File: src/rtl/clint.sv
// Core-local interruptor (CLINT) for a single hart.
//
// Holds the RISC-V machine timer (mtime, mtimecmp) and the software-interrupt
// bit (msip). It serves byte, halfword and word accesses from the bus and drives
// the timer and software interrupt lines.
//
// Ports:
//   clk, rst                  core clock; asynchronous active-high reset
//   bus_clint_read_addr/size  read byte address and size (1, 2 or 4 bytes)
//   bus_clint_rd              one-cycle read strobe
//   bus_clint_write_addr/size write byte address and size (1, 2 or 4 bytes)
//   bus_clint_data            write data, right-justified
//   bus_clint_wr              one-cycle write strobe
//   clint_bus_data            registered read data, valid the cycle after rd
//   clint_intif_software_int  msip[0]
//   clint_intif_timer_int     mtime >= mtimecmp (unsigned, 64 bit)
//
// Register offsets within the 64 KiB window:
//   0x0000 msip, 0x4000/0x4004 mtimecmp lo/hi, 0xBFF8/0xBFFC mtime lo/hi.
module clint #(
  parameter int unsigned ADDR_WIDTH     = 32,
  parameter int unsigned SIZE_WIDTH     = 3,
  parameter int unsigned REG_DATA_WIDTH = 32,
  parameter int unsigned BUS_DATA_WIDTH = 32,
  parameter logic [ADDR_WIDTH-1:0] CLINT_BASE = 'h0200_0000,
  parameter int unsigned MTIME_DIV      = 1
) (
  input  logic                      clk,
  input  logic                      rst,
  input  logic [ADDR_WIDTH-1:0]     bus_clint_read_addr,
  input  logic [SIZE_WIDTH-1:0]     bus_clint_read_size,
  input  logic                      bus_clint_rd,
  input  logic [ADDR_WIDTH-1:0]     bus_clint_write_addr,
  input  logic [SIZE_WIDTH-1:0]     bus_clint_write_size,
  input  logic [REG_DATA_WIDTH-1:0] bus_clint_data,
  input  logic                      bus_clint_wr,
  output logic [BUS_DATA_WIDTH-1:0] clint_bus_data,
  output logic                      clint_intif_software_int,
  output logic                      clint_intif_timer_int
);

  localparam logic [15:0] OffMsip      = 16'h0000;
  localparam logic [15:0] OffMtimecmpL = 16'h4000;
  localparam logic [15:0] OffMtimecmpH = 16'h4004;
  localparam logic [15:0] OffMtimeL    = 16'hBFF8;
  localparam logic [15:0] OffMtimeH    = 16'hBFFC;

  localparam logic [15:0] PrescMax = 16'(MTIME_DIV - 1);

  // Legal accesses: size 1, 2 or 4 that stay inside one aligned word.
  function automatic logic access_ok(input logic [SIZE_WIDTH-1:0] size,
                                     input logic [1:0] lane);
    logic ok;
    ok = 1'b0;
    if (size == SIZE_WIDTH'(1)) begin
      ok = 1'b1;
    end else if (size == SIZE_WIDTH'(2)) begin
      ok = (lane != 2'd3);
    end else if (size == SIZE_WIDTH'(4)) begin
      ok = (lane == 2'd0);
    end
    return ok;
  endfunction

  function automatic logic [31:0] size_mask(input logic [SIZE_WIDTH-1:0] size);
    logic [31:0] m;
    m = 32'hFFFF_FFFF;
    if (size == SIZE_WIDTH'(1)) begin
      m = 32'h0000_00FF;
    end else if (size == SIZE_WIDTH'(2)) begin
      m = 32'h0000_FFFF;
    end
    return m;
  endfunction

  function automatic logic [31:0] merge(input logic [31:0] old_val,
                                        input logic [31:0] new_val,
                                        input logic [31:0] mask);
    return (old_val & ~mask) | (new_val & mask);
  endfunction

  // State
  logic        msip_q, msip_d;
  logic [63:0] mtime_q, mtime_d;
  logic [63:0] mtimecmp_q, mtimecmp_d;
  logic [15:0] presc_q, presc_d;
  logic [31:0] rdata_q, rdata_d;

  // Address decode
  logic [ADDR_WIDTH-1:0] rd_rel, wr_rel;
  logic [15:0]           rd_off, wr_off;
  logic [4:0]            rd_shift, wr_shift;
  logic                  rd_ok, wr_ok;
  logic [31:0]           rd_word, rd_val;
  logic [31:0]           wr_word, wr_mask, wr_bits;
  logic                  hit_msip, hit_cmp_lo, hit_cmp_hi, hit_time_lo, hit_time_hi;
  logic                  tick;

  assign rd_rel   = bus_clint_read_addr - CLINT_BASE;
  assign wr_rel   = bus_clint_write_addr - CLINT_BASE;
  assign rd_off   = rd_rel[15:0];
  assign wr_off   = wr_rel[15:0];
  assign rd_shift = {rd_off[1:0], 3'b000};
  assign wr_shift = {wr_off[1:0], 3'b000};
  assign rd_ok    = access_ok(bus_clint_read_size, rd_off[1:0]);
  assign wr_ok    = bus_clint_wr && access_ok(bus_clint_write_size, wr_off[1:0]);

  // Read path: select the word, align the addressed bytes down, trim to size.
  always_comb begin
    rd_word = '0;
    case (rd_off[15:2])
      OffMsip[15:2]:      rd_word = {31'b0, msip_q};
      OffMtimecmpL[15:2]: rd_word = mtimecmp_q[31:0];
      OffMtimecmpH[15:2]: rd_word = mtimecmp_q[63:32];
      OffMtimeL[15:2]:    rd_word = mtime_q[31:0];
      OffMtimeH[15:2]:    rd_word = mtime_q[63:32];
      default:            rd_word = '0;
    endcase
    rd_val  = rd_ok ? ((rd_word >> rd_shift) & size_mask(bus_clint_read_size)) : '0;
    rdata_d = bus_clint_rd ? rd_val : rdata_q;
  end

  // Write path: lane mask and data both shifted up to the addressed bytes.
  assign wr_word     = 32'(bus_clint_data);
  assign wr_mask     = size_mask(bus_clint_write_size) << wr_shift;
  assign wr_bits     = wr_word << wr_shift;
  assign hit_msip    = wr_ok && (wr_off[15:2] == OffMsip[15:2]);
  assign hit_cmp_lo  = wr_ok && (wr_off[15:2] == OffMtimecmpL[15:2]);
  assign hit_cmp_hi  = wr_ok && (wr_off[15:2] == OffMtimecmpH[15:2]);
  assign hit_time_lo = wr_ok && (wr_off[15:2] == OffMtimeL[15:2]);
  assign hit_time_hi = wr_ok && (wr_off[15:2] == OffMtimeH[15:2]);

  always_comb begin
    msip_d     = msip_q;
    mtimecmp_d = mtimecmp_q;
    mtime_d    = mtime_q;
    tick       = (presc_q == PrescMax);
    presc_d    = tick ? 16'd0 : presc_q + 16'd1;

    if (hit_msip && wr_mask[0]) begin
      msip_d = wr_bits[0];
    end
    if (hit_cmp_lo) begin
      mtimecmp_d[31:0] = merge(mtimecmp_q[31:0], wr_bits, wr_mask);
    end
    if (hit_cmp_hi) begin
      mtimecmp_d[63:32] = merge(mtimecmp_q[63:32], wr_bits, wr_mask);
    end

    // A write to either mtime word suppresses that cycle's increment entirely.
    if (hit_time_lo || hit_time_hi) begin
      if (hit_time_lo) begin
        mtime_d[31:0] = merge(mtime_q[31:0], wr_bits, wr_mask);
      end
      if (hit_time_hi) begin
        mtime_d[63:32] = merge(mtime_q[63:32], wr_bits, wr_mask);
      end
    end else if (tick) begin
      mtime_d = mtime_q + 64'd1;
    end
  end

  always_ff @(posedge clk or posedge rst) begin
    if (rst) begin
      msip_q     <= 1'b0;
      mtime_q    <= '0;
      mtimecmp_q <= '1;
      presc_q    <= '0;
      rdata_q    <= '0;
    end else begin
      msip_q     <= msip_d;
      mtime_q    <= mtime_d;
      mtimecmp_q <= mtimecmp_d;
      presc_q    <= presc_d;
      rdata_q    <= rdata_d;
    end
  end

  assign clint_bus_data           = BUS_DATA_WIDTH'(rdata_q);
  assign clint_intif_software_int = msip_q;
  assign clint_intif_timer_int    = (mtime_q >= mtimecmp_q);

endmodule

File: config.mk
export PLATFORM = sky130hd
export DESIGN_NAME = clint
export DESIGN_NICKNAME = d
export VERILOG_FILES = /design/src/rtl/clint.sv
export SDC_FILE = /design/constraint.sdc
export NUM_CORES = 1
export LEC_CHECK = 0
export ABC_AREA = 1
export ABC_CLOCK_PERIOD_IN_PS = 6150
export BUFFER_PORTS_ARGS = -buffer_cell sky130_fd_sc_hd__buf_2
export CAP_MARGIN = 20
export CORE_MARGIN = 4
export CORE_UTILIZATION = 32
export DETAILED_ROUTE_END_ITERATION = 7
export PLACE_DENSITY = 0.46
export SETUP_SLACK_MARGIN = 0.5
export SLEW_MARGIN = 25
export SYNTH_ARGS = -nofsm -noshare
export SYNTH_HDL_FRONTEND = slang
export SYNTH_SLANG_ARGS = --single-unit
File: constraint.sdc
create_clock -name clk -period 6.15 [get_ports clk]
set_input_delay 0.3075 -clock clk [delete_from_list [all_inputs] [get_ports clk]]
set_output_delay 0.3075 -clock clk [all_outputs]
set_load 0.02 [all_outputs]
* Word-level counts from Yosys, hierarchy flattened *
Cells that the tools add are included.

storage, ports and cells
  flip-flop bits (word level) = 177
  input bits = 106
  output and inout port bits = 34
  word-level logic and storage cells = 77

operators by class
  $add $sub $neg = 4
  $lt $le $gt $ge = 1
  equality and inequality tests = 18
  shift-type cells = 3
  muxes and demuxes = 17
  bitwise operators = 11
  reductions and logical operators = 16

operator list
  cell                   count
  $mux 32                7
  $and 32x32->32         6
  $pmux 32 s5            1
  $mux 64                2
  $or 32x32->32          4
  $add 64x1->64 const B  1
  $ge 64x64->1           1
  $shl 32x5->32          2
  $eq 14x13->1 const B   4
  $eq 14x14->1 const B   4
  $not 32->32            1
  $shr 32x5->32          1
  $sub 16x1->16 const B  2
  $logic_not 14->1       2
  $add 16x1->16 const B  1
  $logic_not 16->1       1
  $mux 16                1
  $ne 2x2->1 const B     4
  $logic_and 1x1->1      7
  $eq 3x1->1 const B     2
  $eq 3x2->1 const B     2
  $eq 3x3->1 const B     2
  $mux 1                 6
  $logic_not 2->1        2
  other kinds (3)        4

* Logic depth before layout (Yosys ltp) *
  word-level depth = 10
  mapped depth = 14
  depth with buffers taken out = 13

* Worst setup path after synthesis *
Ideal clock, no wire load.

  path kind = flip-flop to output port
  start point = reg with a tool-made name
  end point = out clint_intif_timer_int
  arrival time = 1674 ps
  data required time = 5843 ps
  setup slack = 4168 ps
  cell stages (with the launch flop) = 11
  path buffers = 0
  cells stage by stage = dfstp_2 > inv_1 > ha_1 > nand2_1 > nor3_1 > nand3_1 > nor3_1 > nand2_1 > nand2_1 > nand2_1 > nand3_1

RTL lines
  what           line  RTL
  end, declared  39    output logic clint_intif_timer_int

==> flow_metrics.py <==
metrics = {
    "sta": {
        "finClkSkew_ns": 0.0150,
        "max_slew_margin_pct": 25.5,
        "whs_ns": 0.188,
        "slew_viol_final": 0,
        "final.period_utilization_pct": 56.3,
        "setup_tns_ns": 0,
        "tightest_slew_ns": 1.12,
        "final-setup-viol-count": 0,
        "clock.fmax_ghz": 0.289,
        "setup_ws_ns": 2.69,
        "final-hold-violation-count": 0,
        "period_minus_slack_ns": 3.46,
        "rsz0062_at_grt": "false",
    },
    "global_routing": {
        "grt_pass1_vias": 15200,
        "track_usage_pct": 26.2,
        "grt_max_degree": 72,
        "antenna_found_initial": 1,
        "grt_pass1_wl_um": 97800,
        "overflow": 0,
    },
    "synthesis": {
        "syn-instance-count": 2430,
        "synth-seq-cells": 177,
        "synth_commonest_cells": "nand2_1 (912), nand3_1 (273), nor2_1 (271)",
        "synth_most_common_cell": "nand2_1",
        "synth-edff-count": 0,
        "yosys.area.top_type": "nand2_1",
        "async_flop_share_pct": 100,
        "synth_nets": 2603,
        "ys_seq_area_share_pct": 30.4,
        "synthFlopType": "dfrtp_1",
        "yosys_warnings": 0,
        "synth_area_um2": 14800,
        "synthTopCellsByArea": "nand2_1 (23%), dfrtp_1 (19%), dfstp_2 (11%)",
        "synth_cell_types": 44,
        "syn_area_per_cell_um2": 6.11,
        "synthDominantCellAreaShare_pct": 23.1,
    },
    "drt": {
        "routed.top_layer": "met4",
        "first_pass_iters": 7,
        "wl_met2_um": 29300,
        "antenna_left": 0,
        "drc_errors": 0,
        "drt_iter0_markers": 1319,
        "drt-met1-wl_um": 29300,
        "wl_per_cell_um": 21.1,
        "wl_met3_um": 4150,
        "wl_um": 65700,
        "routed_via_density": 5.22,
        "via_count": 16200,
    },
    "place": {
        "place_ws_ns": 2.79,
        "gp_congestion": 0.957,
        "dp_cells": 3077,
        "dp_hpwl_um": 51500,
        "port_buffers": 107,
    },
    "setup_path": {
        "crit_fanout": 7,
        "reg2reg_slack_ns": 2.87,
        "crit_type": "reg2out",
        "r2r-start": "presc_q[0]$_DFF_PP0_",
        "crit_arrival_ns": 3.15,
        "critPathCaptureType": "output pin",
        "reg2regPathDepth": 13,
        "critPathLaunchType": "flip-flop",
        "required_ns": 5.84,
    },
    "outcome": {
        "status": "complete, no violations",
    },
    "worst_hold_path": {
        "holdCritPathClass": "in2reg",
        "min_path_cells": 3,
        "min-delay-start": "bus_clint_write_addr[1]",
    },
    "pwr": {
        "p_leak_nw": 7.98,
        "powerDensity_nw_per_um2": 166,
        "ir_drop_uv": 212,
    },
    "job": {
        "drv_cap": 0,
    },
    "clocking": {
        "cts_max_level": 4,
        "cts_tree": "built",
        "cts_setup_buffers": 0,
        "clock-root-buffer": "clkbuf_16",
        "cts.sinks": 177,
        "numCtsBuffers": 17,
        "clockBufferDepth": 2,
        "clk_pin_slew_ns": 0.06,
        "clock_latency_ns": 0.50,
    },
    "floorplanning": {
        "io_pins": 140,
        "die_h_um": 223,
        "die_w_um": 223,
        "initial_core_util_pct": 32.6,
        "placementRows": 78,
        "coreArea_um2": 45600,
        "dieArea_um2": 49900,
    },
    "finish": {
        "synthToLayoutAreaGrowth_pct": 11.4,
        "fin_cells": 3110,
        "drive_gt1_share_pct": 11.1,
        "nNetsFinal": 2670,
        "final_util_pct": 36.3,
        "antenna_cells": 0,
    },
}
## layout make-up
cell class / count / area (um^2)
Clock inverter: 12 / 95.1
Sequential cell: 177 / 4510
Multi-Input combinational cell: 1935 / 9120
Clock buffer: 20 / 468
Fill cell: 5081 / 29000
Timing Repair Buffer: 129 / 703
Tap cell: 600 / 751
Inverter: 237 / 897
## layout by cell type (no fill, tap or decap), types with 10 or more instances in the layout
cell type    n
nand2_1    912
nand3_1    273
nor2_1     267
inv_1      228
o21ai_0    132
dfrtp_1    113
buf_2      107
ha_1        67
dfstp_2     64
nand4_1     62
a21oi_1     48
o21ai_1     34
buf_4       21
nor3_1      20
or2_2       18
clkbuf_16   18
xor2_1      17
o211ai_1    13
nor2_2      11
xnor2_1     10
## where the power goes
part / internal [W] / total [W] / leakage (nW) / switching [W]
Clock: 0.000557 / 0.00109 / 0.275 / 0.000536
Combinational: 0.000122 / 0.000400 / 5.49 / 0.000279
Sequential: 0.00119 / 0.00126 / 2.22 / 0.0000692
Total: 0.00187 / 0.00275 / 7.98 / 0.000884
## how the worst max path moves through the flow
stage / from / endpoint / slack (ns) / cells after the start
3_3_place_gp: bus_clint_write_addr[0] / flip-flop / 2.79 / 14
5_1_grt: presc_q[0]$_DFF_PP0_ / flip-flop / 2.61 / 13
4_1_cts: flip-flop / clint_intif_timer_int / 2.70 / 10
6_report: flip-flop / clint_intif_timer_int / 2.69 / 10
2_1_floorplan: rst / asynchronous set/reset pin / 1.15 / 1
3_5_place_dp: bus_clint_write_addr[0] / flip-flop / 2.79 / 14
## worst max-delay path, stage by stage (launching register included)
cell     delay, ns
dfrtp_1       0.58
ha_1          0.41
nand2_1       0.07
nor3_1        0.17
nand3_1       0.13
nor3_1        0.55
nand2_1       0.12
nand2_1       0.10
nand2_1       0.06
nand3_1       0.24
buf_2         0.23
## what timing repair did
| item | in CTS | in global routing |
|---|---|---|
| hold endpoints to repair | 40 | 0 |
| hold buffers | 1 | 0 |
| resized for setup | 0 | 0 |
## kinds of logic (layout without fill, tap and decap cells)
logic type / count (synthesis) / after routing / synth area share, %
AND/OR/NAND/NOR: 1594 / 1594 / 45.1
buffers and inverters: 318 / 398 / 8.37
AO/OA/AOI/OAI: 247 / 247 / 8.92
flip-flops: 177 / 177 / 30.4
adder cells (fa/ha/maj): 67 / 67 / 5.65
XOR/XNOR: 27 / 27 / 1.59
## through the flow
step           instance area [um^2]  total power, W
2_1_floorplan                 14800         0.00148
3_3_place_gp                  16000         0.00167
3_5_place_dp                  16000         0.00168
4_1_cts                       16500         0.00279
5_1_grt                       16500         0.00288
6_report                      16500         0.00275
## metal layers
layer  up-vias  GRT usage (%)
met5         -              0
met3       120           4.64
li1       7946              -
met2       540           41.3
met1      7621           35.1
met4         0           11.8
(Power assumes the default switching activity.)
